## src/rtl/fixed_pkg.sv

```systemverilog
// Shared Q16.16 fixed-point types and constants used by the vector arithmetic blocks.
package fixed_pkg;

  localparam int Q_W    = 32;
  localparam int Q_FRAC = 16;

  localparam logic [Q_W-1:0] Q_ONE = 32'h0001_0000;
  localparam logic [Q_W-1:0] Q_MAX = 32'h7FFF_FFFF;
  localparam logic [Q_W-1:0] Q_MIN = 32'h8000_0000;

  typedef logic signed [Q_W-1:0] q16_t;
  typedef q16_t [2:0] vec3_t;

endpackage

```

## src/rtl/udiv_core.sv

```systemverilog
// Unsigned radix-2 restoring divider.
// The first iteration is folded into the load cycle, so q is final ITER cycles after start.
module udiv_core #(
  parameter int NW   = 48,
  parameter int DW   = 32,
  parameter int ITER = 48
) (
  input  logic          clk,
  input  logic          rst,
  input  logic          start,
  input  logic [NW-1:0] n,
  input  logic [DW-1:0] d,
  output logic          busy,
  output logic          done,
  output logic [NW-1:0] q
);

  localparam int CW = $clog2(ITER);

  logic [DW:0]   rem;
  logic [NW-1:0] quo;
  logic [CW-1:0] cnt;
  logic          load;
  logic [DW:0]   src_rem;
  logic [NW-1:0] src_quo;
  logic [DW:0]   shifted;
  logic          fits;
  logic [DW:0]   nxt_rem;
  logic [NW-1:0] nxt_quo;

  assign load = start && !busy;
  assign q    = quo;

  always_comb begin
    src_rem = load ? '0 : rem;
    src_quo = load ? n : quo;
    shifted = {src_rem[DW-1:0], src_quo[NW-1]};
    fits    = (shifted >= {1'b0, d});
    nxt_rem = fits ? (shifted - {1'b0, d}) : shifted;
    nxt_quo = {src_quo[NW-2:0], fits};
  end

  always_ff @(posedge clk or posedge rst) begin
    if (rst) begin
      rem  <= '0;
      quo  <= '0;
      cnt  <= '0;
      busy <= 1'b0;
      done <= 1'b0;
    end else begin
      done <= 1'b0;
      if (load) begin
        rem  <= nxt_rem;
        quo  <= nxt_quo;
        cnt  <= CW'(1);
        busy <= 1'b1;
      end else if (busy) begin
        rem <= nxt_rem;
        quo <= nxt_quo;
        cnt <= cnt + CW'(1);
        if (cnt == CW'(ITER - 1)) begin
          busy <= 1'b0;
          done <= 1'b1;
        end
      end
    end
  end

endmodule

```

## src/rtl/vec_div_scalar.sv

```systemverilog
// Divides a signed Q16.16 vector by a signed Q16.16 scalar, one component at a time,
// through a shared unsigned divider; handles signs, saturation and divide-by-zero.
module vec_div_scalar
  import fixed_pkg::*;
#(
  parameter int W    = 32,
  parameter int FRAC = 16,
  parameter int ITER = W + FRAC
) (
  input  logic  clk,
  input  logic  rst,
  input  logic  in_valid,
  output logic  in_ready,
  input  vec3_t x,
  input  q16_t  a,
  output logic  out_valid,
  input  logic  out_ready,
  output vec3_t out,
  output logic  div_zero,
  output logic  overflow
);

  typedef enum logic [1:0] {IDLE, DIV, DONE} state_t;

  state_t          state, state_nxt;
  vec3_t           x_reg;
  logic [W-1:0]    a_mag;
  logic            a_neg;
  logic [1:0]      idx;
  logic            first;

  logic            core_start, core_busy, core_done;
  logic [W+FRAC-1:0] core_q;
  logic [1:0]      src_idx;
  q16_t            x_src;
  logic [W-1:0]    x_mag;

  q16_t            x_cur;
  logic            res_neg;
  logic            sat;
  q16_t            res;

  // Operand for the next core start: the following component when restarting on done.
  always_comb begin
    src_idx = (core_done && idx != 2'd2) ? idx + 2'd1 : idx;
    x_src   = x_reg[src_idx];
    x_mag   = x_src[W-1] ? W'(-x_src) : W'(x_src);
  end

  assign core_start = (state == DIV) && (first || (core_done && idx != 2'd2));

  udiv_core #(.NW(W + FRAC), .DW(W), .ITER(ITER)) u_core (
    .clk   (clk),
    .rst   (rst),
    .start (core_start),
    .n     ({x_mag, {FRAC{1'b0}}}),
    .d     (a_mag),
    .busy  (core_busy),
    .done  (core_done),
    .q     (core_q)
  );

  // Sign restore and saturation of the finished quotient for component idx.
  always_comb begin
    x_cur   = x_reg[idx];
    res_neg = x_cur[W-1] ^ a_neg;
    sat     = 1'b0;
    res     = '0;
    if (div_zero) begin
      if (x_cur == '0)      res = '0;
      else if (x_cur[W-1])  res = Q_MIN;
      else                  res = Q_MAX;
    end else if (!res_neg) begin
      if (|core_q[W+FRAC-1:W-1]) begin
        res = Q_MAX;
        sat = 1'b1;
      end else begin
        res = core_q[W-1:0];
      end
    end else begin
      if ((|core_q[W+FRAC-1:W]) || (core_q[W-1] && (|core_q[W-2:0]))) begin
        res = Q_MIN;
        sat = 1'b1;
      end else begin
        res = -core_q[W-1:0];
      end
    end
  end

  always_comb begin
    state_nxt = state;
    case (state)
      IDLE:    if (in_valid) state_nxt = DIV;
      DIV:     if (core_done && idx == 2'd2) state_nxt = DONE;
      DONE:    if (out_ready) state_nxt = IDLE;
      default: state_nxt = IDLE;
    endcase
  end

  assign in_ready  = (state == IDLE);
  assign out_valid = (state == DONE);

  always_ff @(posedge clk or posedge rst) begin
    if (rst) begin
      state    <= IDLE;
      x_reg    <= '0;
      a_mag    <= '0;
      a_neg    <= 1'b0;
      idx      <= '0;
      first    <= 1'b0;
      out      <= '0;
      div_zero <= 1'b0;
      overflow <= 1'b0;
    end else begin
      state <= state_nxt;
      first <= 1'b0;
      if (state == IDLE && in_valid) begin
        x_reg    <= x;
        a_mag    <= a[W-1] ? W'(-a) : W'(a);
        a_neg    <= a[W-1];
        div_zero <= (a == '0);
        overflow <= 1'b0;
        idx      <= '0;
        first    <= 1'b1;
      end else if (state == DIV && core_done) begin
        out[idx] <= res;
        if (sat) overflow <= 1'b1;
        if (idx != 2'd2) idx <= idx + 2'd1;
      end
    end
  end

endmodule

```

## config.mk

```make
export PLATFORM = sky130hd
export DESIGN_NAME = vec_div_scalar
export DESIGN_NICKNAME = d
export VERILOG_FILES = /design/src/rtl/fixed_pkg.sv /design/src/rtl/udiv_core.sv /design/src/rtl/vec_div_scalar.sv
export SDC_FILE = /design/constraint.sdc
export NUM_CORES = 1
export LEC_CHECK = 0
export CAP_MARGIN = 20
export CORE_MARGIN = 4
export CORE_UTILIZATION = 30
export DETAILED_ROUTE_END_ITERATION = 6
export GPL_TIMING_DRIVEN = 0
export PLACE_DENSITY = 0.56
export RECOVER_POWER = 50
export SETUP_SLACK_MARGIN = 0.3
export SYNTH_ARGS = -nofsm -noshare
export SYNTH_HDL_FRONTEND = slang
export SYNTH_HIERARCHICAL = 1
export SYNTH_SLANG_ARGS = --single-unit
```

## constraint.sdc

```tcl
create_clock -name clk -period 9.5 [get_ports clk]
set_clock_uncertainty 0.2 [all_clocks]
set_input_delay 2.375 -clock clk [delete_from_list [all_inputs] [get_ports clk]]
set_output_delay 2.375 -clock clk [all_outputs]
set_load 0.02 [all_outputs]
```

Word-level counts from Yosys, hierarchy flattened
Cells that the tools add are included.
W data, S select, Z words.
{"block": "word_totals", "regBits": 320, "in_bits": 132, "output_inout_bits": 100, "elab_cells": 109}
{"block": "op_classes", "n_addsub": 6, "order_cmp": 4, "eq_ne": 8, "n_mux": 46, "bitwise": 2, "reduce_logical": 25}
{"op": "$mux W32", "n": 15}
{"op": "$mux W48", "n": 3}
{"op": "$bmux W32 S2", "n": 2}
{"op": "$bwmux W96", "n": 1}
{"op": "$neg A32 Y32", "n": 3}
{"op": "$demux W32 S2", "n": 1}
{"op": "$logic_not A32 Y1", "n": 2}
{"op": "$ge A33 B32 Y1", "n": 1}
{"op": "$sub A32 B32 Y32", "n": 1}
{"op": "$reduce_or A31 Y1", "n": 1}
{"op": "$reduce_or A17 Y1", "n": 1}
{"op": "$reduce_or A16 Y1", "n": 1}
{"op": "$mux W1", "n": 14}
{"op": "$mux W2", "n": 7}
{"op": "$mux W6", "n": 2}
{"op": "$logic_and A1 B1 Y1", "n": 8}
{"op": "$reduce_bool A2 Y1", "n": 4}
{"op": "$add A6 B1 Y6 const B", "n": 1}
{"op": "$eq A6 B6 Y1 const B", "n": 1}
{"op": "$lt A2 B3 Y1 const B", "n": 2}
{"op": "$pmux W2 S3", "n": 1}
{"op": "$reduce_and A2 Y1", "n": 3}
{"op": "$eq A2 B2 Y1 const B", "n": 2}
{"op": "$ne A2 B1 Y1 const B", "n": 2}
{"op": "other kinds (10)", "n": 12}

Longest topological paths before layout
Gate-level depths: netlist (run 1).
{"block": "logic_depth", "depth_word": 12, "depth_mapped": 29, "mapped_depth_nobuf": 23}

Cells and area by module
The synthesis (run 1) kept the hierarchy.
{"mod": "vec_div_scalar", "instances": 1, "cells_per_inst": 1496, "area_each_um2": 12610.8, "seq_area_each_um2": 5805.6}
{"mod": "udiv_core", "instances": 1, "cells_per_inst": 676, "area_each_um2": 5992.0, "seq_area_each_um2": 2202.1}

Least setup slack after synthesis (run 1)
No wires, ideal clock.
{"block": "synth_timing", "path_type": "register to register", "from": "register idx[0]", "to": "register u_core.rem[30]", "setup_time_ns": 0.126, "arrival_time_ns": 5.390, "required_ns": 9.174, "slack_ns": 3.784, "stages_incl_launch_ff": 28, "n_path_buf": 4, "period_less_slack_ns": 5.716, "cell_sequence": "dfrtp_1 > buf_2 > inv_2 > ha_1 > buf_6 > and2b_1 > buf_6 > xnor2_1 > buf_2 > nor3_1 > o31ai_1 > nor3_2 > nand4_1 > nor4b_2 > mux2i_1 > ha_1 > inv_1 > fa_1 > a211o_1 > a21oi_1 > o221ai_1 > o211ai_1 > a31oi_2 > a221oi_2 > o21ai_1 > xor2_1 > a32oi_1 > o21ai_1"}
{"block": "synth_between", "elab_chain_len": 12, "elab_cells_between_ends": 19, "classes_between": "add/sub: 3; order compare: 1; eq/ne: 1; mux: 9; reduce/logical: 5"}
{"element": "start: declaration", "line_no": "vec_div_scalar.sv:29", "rtl": "logic [1:0] idx;"}
{"element": "start signal: assignment", "line_no": "vec_div_scalar.sv:128", "rtl": "if (idx != 2'd2) idx <= idx + 2'd1;"}
{"element": "parallel branches: the longest is 2 deep, another holds $add A2 B1 Y2"}
{"element": "$mux W2 *", "line_no": "vec_div_scalar.sv:45", "rtl": "src_idx = (core_done && idx != 2'd2) ? idx + 2'd1 : idx;"}
{"element": "$bmux W32 S2 *", "line_no": "vec_div_scalar.sv:46", "rtl": "x_src = x_reg[src_idx];"}
{"element": "$mux W32 (implied by the code) *", "line_no": "vec_div_scalar.sv:46"}
{"element": "$neg A32 Y32", "line_no": "vec_div_scalar.sv:47", "rtl": "x_mag = x_src[W-1] ? W'(-x_src) : W'(x_src);"}
{"element": "$mux W32 *", "line_no": "vec_div_scalar.sv:47"}
{"element": "via x_mag[31]", "line_no": "vec_div_scalar.sv:36", "rtl": "logic [W-1:0] x_mag;"}
{"element": "$mux W48 *", "line_no": "udiv_core.sv:36", "rtl": "src_quo = load ? n : quo;"}
{"element": "$sub A32 B32 Y32 or $ge A33 B32 Y1 (tied branches)", "line_no": "udiv_core.sv:39, udiv_core.sv:38"}
{"element": "$mux W32 *", "line_no": "udiv_core.sv:39", "rtl": "nxt_rem = fits ? (shifted - {1'b0, d}) : shifted;"}
{"element": "$mux W32", "line_no": "udiv_core.sv:57", "rtl": "end else if (busy) begin"}
{"element": "$mux W32 *", "line_no": "udiv_core.sv:52", "rtl": "if (load) begin"}
{"element": "end signal: assignment", "line_no": "udiv_core.sv:53", "rtl": "rem <= nxt_rem;"}
{"element": "end signal: assignment", "line_no": "udiv_core.sv:58", "rtl": "rem <= nxt_rem;"}
{"element": "end: declaration", "line_no": "udiv_core.sv:20", "rtl": "logic [DW:0] rem;"}
Mark *: on every way through the listed nets, which the timed path passes. The select of a mux whose other input is x is not followed.
A chain may end at the register's enable or synchronous reset.

Worst setup path after layout (run 1)
Same ends and word-level chain as after synthesis.

==> results of run 1 <==
==> power groups by stage <==
stage	registers (mW)	clock network (mW)	logic, mW
final	1.93	1.58	3.14
after global routing	1.97	1.67	3.46
after CTS	1.92	1.62	3.11
after detailed placement	1.94	0	3.10
after global placement	1.94	0	3.05
after floorplan	1.83	0	2.27
==> stage by stage <==
stage	worst slack, ps	total power [mW]	hold slack, ps
after floorplan	564	4.10	242
after global placement	-2380	4.99	255
after detailed placement	1760	5.04	263
after CTS	1730	6.65	276
after global routing	739	7.11	311
final	1050	6.65	273
==> metal layers <==
metal | up-vias | wire (um) | global-route usage, %
met3 | 105 | 3780 | 3.19
li1 | 8284 | - | -
met5 | - | 0 | 0
met1 | 8506 | 29500 | 26.2
met2 | 597 | 29200 | 29.8
met4 | 0 | 1700 | 5.39
==> worst paths after layout <==
| path | end | slack, ps | cells after the start |
|---|---|---|---|
| min in group asynchronous | u_core/rem[7] | 2250 | 2 |
| worst min register to register | u_core/rem[2] | 270 | 2 |
| worst max-delay path | u_core/rem[30] | 1050 | 28 |
| worst max register to register | u_core/rem[30] | 1050 | 28 |
| max in group asynchronous | x_reg[33] | 2640 | 2 |
| worst min-delay path | u_core/rem[2] | 270 | 2 |
==> synthesized netlist by cell type, drive strengths merged (14+ instances only) <==
library cell,number,area [um^2]
o211ai,20,155
mux2i,85,851
nand4,19,119
a31oi,92,582
o31ai,21,178
clkbuf,93,349
a21o,17,128
a32oi,14,123
nor3,34,186
inv,56,210
o32a,15,150
ha,39,488
and2,41,257
nor4,42,284
o21ai,155,795
nand2,487,1830
xnor2,48,420
xor2,40,350
dfrtp,320,8010
nand3,38,195
nor2,176,661
a21oi,99,503
buf,35,238
==> critical path, delay by kind of cell (launching register included) <==
kind,cells,cell delay [ps]
adders and majority gates,3,940
AOI/OAI and AO/OA,12,3320
muxes,1,250
DFF,1,350
buffers and inverters,7,2160
xor gates and xnor gates,1,180
and+or+nand+nor,4,880
==> area by class of cell <==
type | count | area, um^2 | share of cell area (%)
Timing Repair Buffer | 233 | 2340 | 10.0
Antenna cell | 3 | 7.51 | 0.0321
Tap cell | 837 | 1050 | 4.47
Inverter | 57 | 215 | 0.920
Multi-Input combinational cell | 1682 | 9850 | 42.1
Clock inverter | 21 | 294 | 1.26
Clock buffer | 49 | 1070 | 4.59
Sequential cell | 320 | 8010 | 34.2
Buffer | 128 | 567 | 2.42
==> logic make-up (layout without fill, tap and decap cells) <==
logic type	after synthesis	after routing	share of synthesized area, %
fa+ha+maj	40	40	2.73
mux	86	86	4.63
compound gates	535	535	18.9
other cells	1	19	0.0202
buf+inv	185	488	4.30
xor+xnor	88	88	4.14
simple gates	917	917	22.2
flops	320	320	43.0
==> impl_metrics.ini, run 1 <==
[critical_path]
end_kind = flop
cp-start-kind = flop
criticalPathCategory = flop to flop
setup.worst_path.start = idx[0]
slowest_delay_ps = 540
slowest_stage = clkbuf_1
cp_max_fo = 10
reg2reg_from = idx[0]
required_ps = 9730
cp.arrival_ps = 8670
crit_top_cell = clkbuf_1

[die]
ios = 232
core_mm2 = 0.0616
die_x_um = 257
fp.dieArea_mm2 = 0.0661
die_h_um = 257
row_count = 91
start_util_pct = 30.2

[final_layout]
nets = 2633
final_util_pct = 38.0
layout_common_cells = nand2_1 (485), dfrtp_1 (320), clkdlybuf4s50_1 (227), nor2_1 (176), o21ai_0 (135)
final_cell_area_mm2 = 0.0234
fill_cells = 6258
drive_gt1_share_pct = 5.38
layout_commonest_cell = nand2_1
synthToLayoutAreaGrowth_pct = 25.8
fin_cells = 3330

[global_routing]
grt_max_degree = 119
grt_pass1_vias = 17100
overflow = 0
antenna_found_initial = 3
track_usage_pct = 18.7
grt_pass1_wl_um = 99600

[detailed_routing]
vias = 17500
drc = 0
finalWirelength_um = 64200
drt-wirelength-per-cell_um = 19.3
via_per_inst = 5.25
postRouteAntennaNets = 0
first_pass_iters = 6
first_iter_violations = 1290

[pwr]
p_leak_nw = 9.97
pwr-share-comb_pct = 47.2
switching_share_pct = 43.5
p_clk_share_pct = 23.7
switchingPower_mw = 2.89
ir_drop_uv = 160
p_per_area_mw_per_mm2 = 284
p_int_mw = 3.76
p_seq_share_pct = 29.1

[clocking]
clock_latency_ps = 580
clk_pin_slew_ps = 60
clock_path_buffers = 3
root_buffer = clkbuf_16
cts_buffers = 39
cts.sinks = 320
postCtsHoldBufs = 0
cts_setup_buffers = 0
cts-resized-gates = 0
tritoncts = done
cts.htree.levels = 2

[yosys]
synth_edf_count = 0
yosys_warnings = 6
syn_inst = 2172
ys.flop_type = dfrtp_1
syn_area_mm2 = 0.0186
ys_ff_latch = 320
seq_area_frac_synth_pct = 43.0
syn-mean-instance-area_um2 = 8.56
synthArstFlopShare_pct = 100
synth_cell_type_count = 96

[sta]
worst_pin_slew_ps = 4570
setup_viol = 0
slew_headroom_pct = -204
min_period_ps = 8450
fmax_mhz = 118
hold_viol_final = 0
slew_viol_final = 190
fin_crit_sh_pct = 88.9
rsz0062_at_grt = false
final.setup.tns_ps = 0

[placed_design]
dp.cells = 3257
dp_hpwl_um = 49700
port-buffer-count = 231
place_congestion = 0.902
placed_area_mm2 = 0.0221

[worst_hold_path]
holdCritStartpoint = u_core/rem[2]
hp-class = flop to flop

[status]
violations = capacitance limit, slew limit
status = finished with violations

[run]
cap_violations = 2
Power figures use the tool's default switching activity.
==> run 2: changes to the inputs <==
SKIP_CTS_REPAIR_TIMING = 1   (was default)
==> results of run 2 <==
No change in the layout: final DEF, timing and power equal those of run 1.
==> run 3: changes to the inputs <==
CORE_MARGIN = default   (was 4)
CTS_CLUSTER_SIZE = 14   (was default)
==> impl_metrics.ini, run 3 (synthesis results as in run 1) <==
[pwr]
p_leak_nw = 10.0
switchingPower_mw = 2.89
p_int_mw = 3.95
pwr-share-comb_pct = 46.3
p_per_area_mw_per_mm2 = 291
ir_drop_uv = 150
switching_share_pct = 42.2
p_clk_share_pct = 25.5
p_seq_share_pct = 28.2

[placed_design]
place_congestion = 0.914
dp_hpwl_um = 48900
port-buffer-count = 231
place_ws_ps = 1900

[detailed_routing]
finalWirelength_um = 63400
first_iter_violations = 1335
vias = 17600
first_pass_iters = 6
via_per_inst = 5.37
postRouteAntennaNets = 0
drc = 0
drt-wirelength-per-cell_um = 19.4

[global_routing]
antenna_found_initial = 0
overflow = 0
grt_max_degree = 125
track_usage_pct = 19.9
grt_pass1_wl_um = 99200
grt_pass1_vias = 17100

[worst_hold_path]
hp-class = flop to flop
holdCritStartpoint = a_mag[17]

[critical_path]
cp_max_fo = 10
required_ps = 9720
path_buf_inv = 7
setup.worst_path.start = idx[0]
slowest_stage = clkbuf_1
slowest_delay_ps = 540
cp-start-kind = flop
criticalPathCategory = flop to flop
end_kind = flop
reg2reg_from = idx[0]
cp.arrival_ps = 8630
crit_top_cell = clkbuf_1
crit_family = compound AO/OA/AOI/OAI gates

[final_layout]
fill_cells = 6173
diodes = 0
synthToLayoutAreaGrowth_pct = 26.1
layout_commonest_cell = nand2_1
layout_common_cells = nand2_1 (485), dfrtp_1 (320), clkdlybuf4s50_1 (224), nor2_1 (176), o21ai_0 (134)
nets = 2634
drive_gt1_share_pct = 5.35

[sta]
hold_slack_ps = 276
hold_viol_final = 0
final.setup.tns_ps = 0
setup_viol = 0
worst_pin_slew_ps = 4980
fmax_mhz = 119
slew_viol_final = 181
fin_crit_sh_pct = 88.4
finalWorstSetupSlack_ps = 1100
min_period_ps = 8400
rsz0062_at_grt = false
slew_headroom_pct = -232

[clocking]
clock_latency_ps = 580
cts.htree.levels = 2
cts_buffers = 39
clk_pin_slew_ps = 60
root_buffer = clkbuf_16
tritoncts = done
clock_path_buffers = 3
cts.sinks = 320

[status]
status = finished with violations
violations = capacitance limit, slew limit

[die]
die_x_um = 251
start_util_pct = 30.6
row_count = 90
die_h_um = 251
fp.dieArea_mm2 = 0.0630
ios = 232
core_mm2 = 0.0608

[run]
cap_violations = 2
-- run 3: changes by cell type in the layout (fill, tap and decap cells not counted), sizes merged --
| cell | delta |
|---|---|
| bufinv | +7 |
| clkinv | -5 |
| clkinvlp | -4 |
| clkdlybuf4s50 | -3 |
| diode | -3 |
| dlygate4sd3 | +3 |
| inv | -3 |
| clkbuf | +2 |
| buf | +1 |
-- run 3: layout make-up --
cell class / count / area (um^2) / area share [%]
Clock inverter: 16 / 395 / 1.68
Sequential cell: 320 / 8010 / 34.1
Multi-Input combinational cell: 1682 / 9850 / 42.0
Timing Repair Buffer: 234 / 2350 / 10.0
Inverter: 57 / 216 / 0.922
Tap cell: 782 / 978 / 4.17
Clock buffer: 51 / 1100 / 4.70
Buffer: 128 / 567 / 2.42
-- run 3: metrics by stage --
step | std cells | power, mW | area, um^2 | utilization (%)
finish | 3270 | 6.84 | 23500 | 38.6
global route | 3270 | 7.26 | 23500 | 38.6
CTS | 3269 | 6.83 | 23500 | 38.7
detailed placement | 3202 | 5.06 | 22000 | 36.2
global placement | 3200 | 5.00 | 21900 | 36.1
floorplan | 2187 | 4.10 | 18700 | -
-- run 3: worst paths after layout --
path                            depth (start not counted)              to  slack (ps)
worst min register to register                          2       a_mag[17]         280
worst min-delay path                                    2       a_mag[17]         280
max in group asynchronous                               3  u_core/rem[25]        2780
worst max-delay path                                   28  u_core/rem[30]        1100
min in group asynchronous                               2  u_core/rem[13]        2280
worst max register to register                         28  u_core/rem[30]        1100
-- run 3: layer usage --
metal / GRT usage, % / routed length [um] / up-vias
li1: - / - / 8295
met1: 27.7 / 29100 / 8538
met2: 32.1 / 29000 / 624
met3: 2.39 / 3660 / 97
met4: 6.41 / 1630 / 0
met5: 0 / 0 / -
-- run 3: worst register-to-register path, delay by kind of cell, from the launching register on --
family | cells | cell delay [ps]
fa+ha+maj | 3 | 940
mux | 1 | 270
buf+inv | 7 | 2120
flops | 1 | 360
xor+xnor | 1 | 190
simple gates | 4 | 830
compound gates | 12 | 3320
-- run 3: power by group through the flow --
stage          Sequential (mW)  Combinational (mW)  Clock (mW)
2_1_floorplan             1.83                2.27           0
3_5_place_dp              1.94                3.12           0
5_1_grt                   1.97                3.47        1.82
3_3_place_gp              1.94                3.07           0
6_report                  1.93                3.16        1.74
4_1_cts                   1.92                3.14        1.78
==> patch (config.mk and constraints of run 3) <==
The parameter `FRAC` goes from 16 to 32.
--- a/src/rtl/vec_div_scalar.sv
+++ b/src/rtl/vec_div_scalar.sv
@@ -4,7 +4,7 @@
   import fixed_pkg::*;
 #(
   parameter int W    = 32,
-  parameter int FRAC = 16,
+  parameter int FRAC = 32,
   parameter int ITER = W + FRAC
 ) (
   input  logic  clk,
Behaviour: no difference found for any inputs over 4 cycles, from zero or initial values and one cycle with rst high; that may be too few to reach the edited logic, so the function may still have changed.
==> patch against run 3 <==
The flow still finishes with violations (capacitance limit, slew limit). Critical path depth down 5. Hold slack gained 3.8 ps. First-iteration DRC count is 11% higher. Area after synthesis is 2.6% higher. Global-route usage is 0.61 points lower. Wire length shrank 1.1%. Synthesized cell count grew 3.0%. Sequential cell count up 16. Combinational power decreased by 14%. Setup slack better by 990 ps. Design area increased by 1.9%. Power shrank 8.0%. Critical path type unchanged. Largest power group unchanged.
==> patch: results (changes against run 3) <==
Slew Limit Fails 230 (+27%); metal1 wirelength 28,100 um (-3.2%); via count 17,500 (-0.19%); WL met2 29,700 um (+2.4%); placed cells 3,348 (+4.6%); max cap viols 3 (+1); Skew-Pair Late Insertion Delay 560 ps (-20 ps); GR Util met3 2.40% (+0.0066 points); Seq/Total Area, Yosys 44.1% (+1.0 points); GRT met1 Usage 25.7% (-2.0 points); Synth Area in XOR/XNOR 4.03% (-0.11 points); drt via density 5.13 (-4.5%); most common library cells after synthesis nand2_1, dfrtp_1, o21ai_0; cells on worst reg2reg path 23 (-18%); Worst IR Drop VDD 0.000116 V (-22%); global-route wire length before repair 98,300 um (-0.88%); Starting DRT DRC Count 1,484 (+11%); violated checks capacitance limit, slew limit; met2 Use GR 32.2% (+0.075 points); RD Place Congestion 0.904 (-1.1%); status complete, but fails checks; Compound-Gate Fraction of Synth Area 18.0% (-0.94 points); Area contributors post-synth dfrtp_1, nand2_1, o21ai_0; synth unique cells 81 (-16%); Cells after Synth 2,237 (+3.0%); wirelength, routed 62,600 um (-1.1%); reg-to-reg endpoint u_core/rem[28]; Leak 10.4 nW (+3.2%); total CTS buffers 40 (+2.6%); ratio of cells with drive above 1 in the final layout 4.09% (-1.3 points)
[patch: cell count changes after synthesis, moves of 16 or more]
cell            run 3  this run
a31oi_1            91        27
dfrtp_1           320       336
mux2i_1            85       112
nand2_1           485       544
o21ai_0           132       231
a21oi_1            97       130
nand3_1            37        20
nor2_1            176       122
[patch: stage by stage]
stage | setup TNS [ps] | hold slack, ps
floorplan | 0 | 242
global placement | -560960 | 260
detailed placement | 0 | 268
CTS | 0 | 280
global route | 0 | 294
finish | 0 | 280
[patch: report_power, final]
| part | switching, mW | internal, mW |
|---|---|---|
| combinational | 1.66 | 1.08 |
| clock | 0.611 | 0.940 |
| sequential | 0.292 | 1.71 |
| total | 2.56 | 3.73 |
[patch: layout make-up]
type                    instances  area, um^2
fillers                      6388       39100
multi-input cells            1745       10000
flip-flops and latches        336        8410
repair buffers                234        2350
clock buffers                  60        1190
well taps                     846        1060
plain buffers                 125         531
inverters                      62         234
clock inverters                 8         119
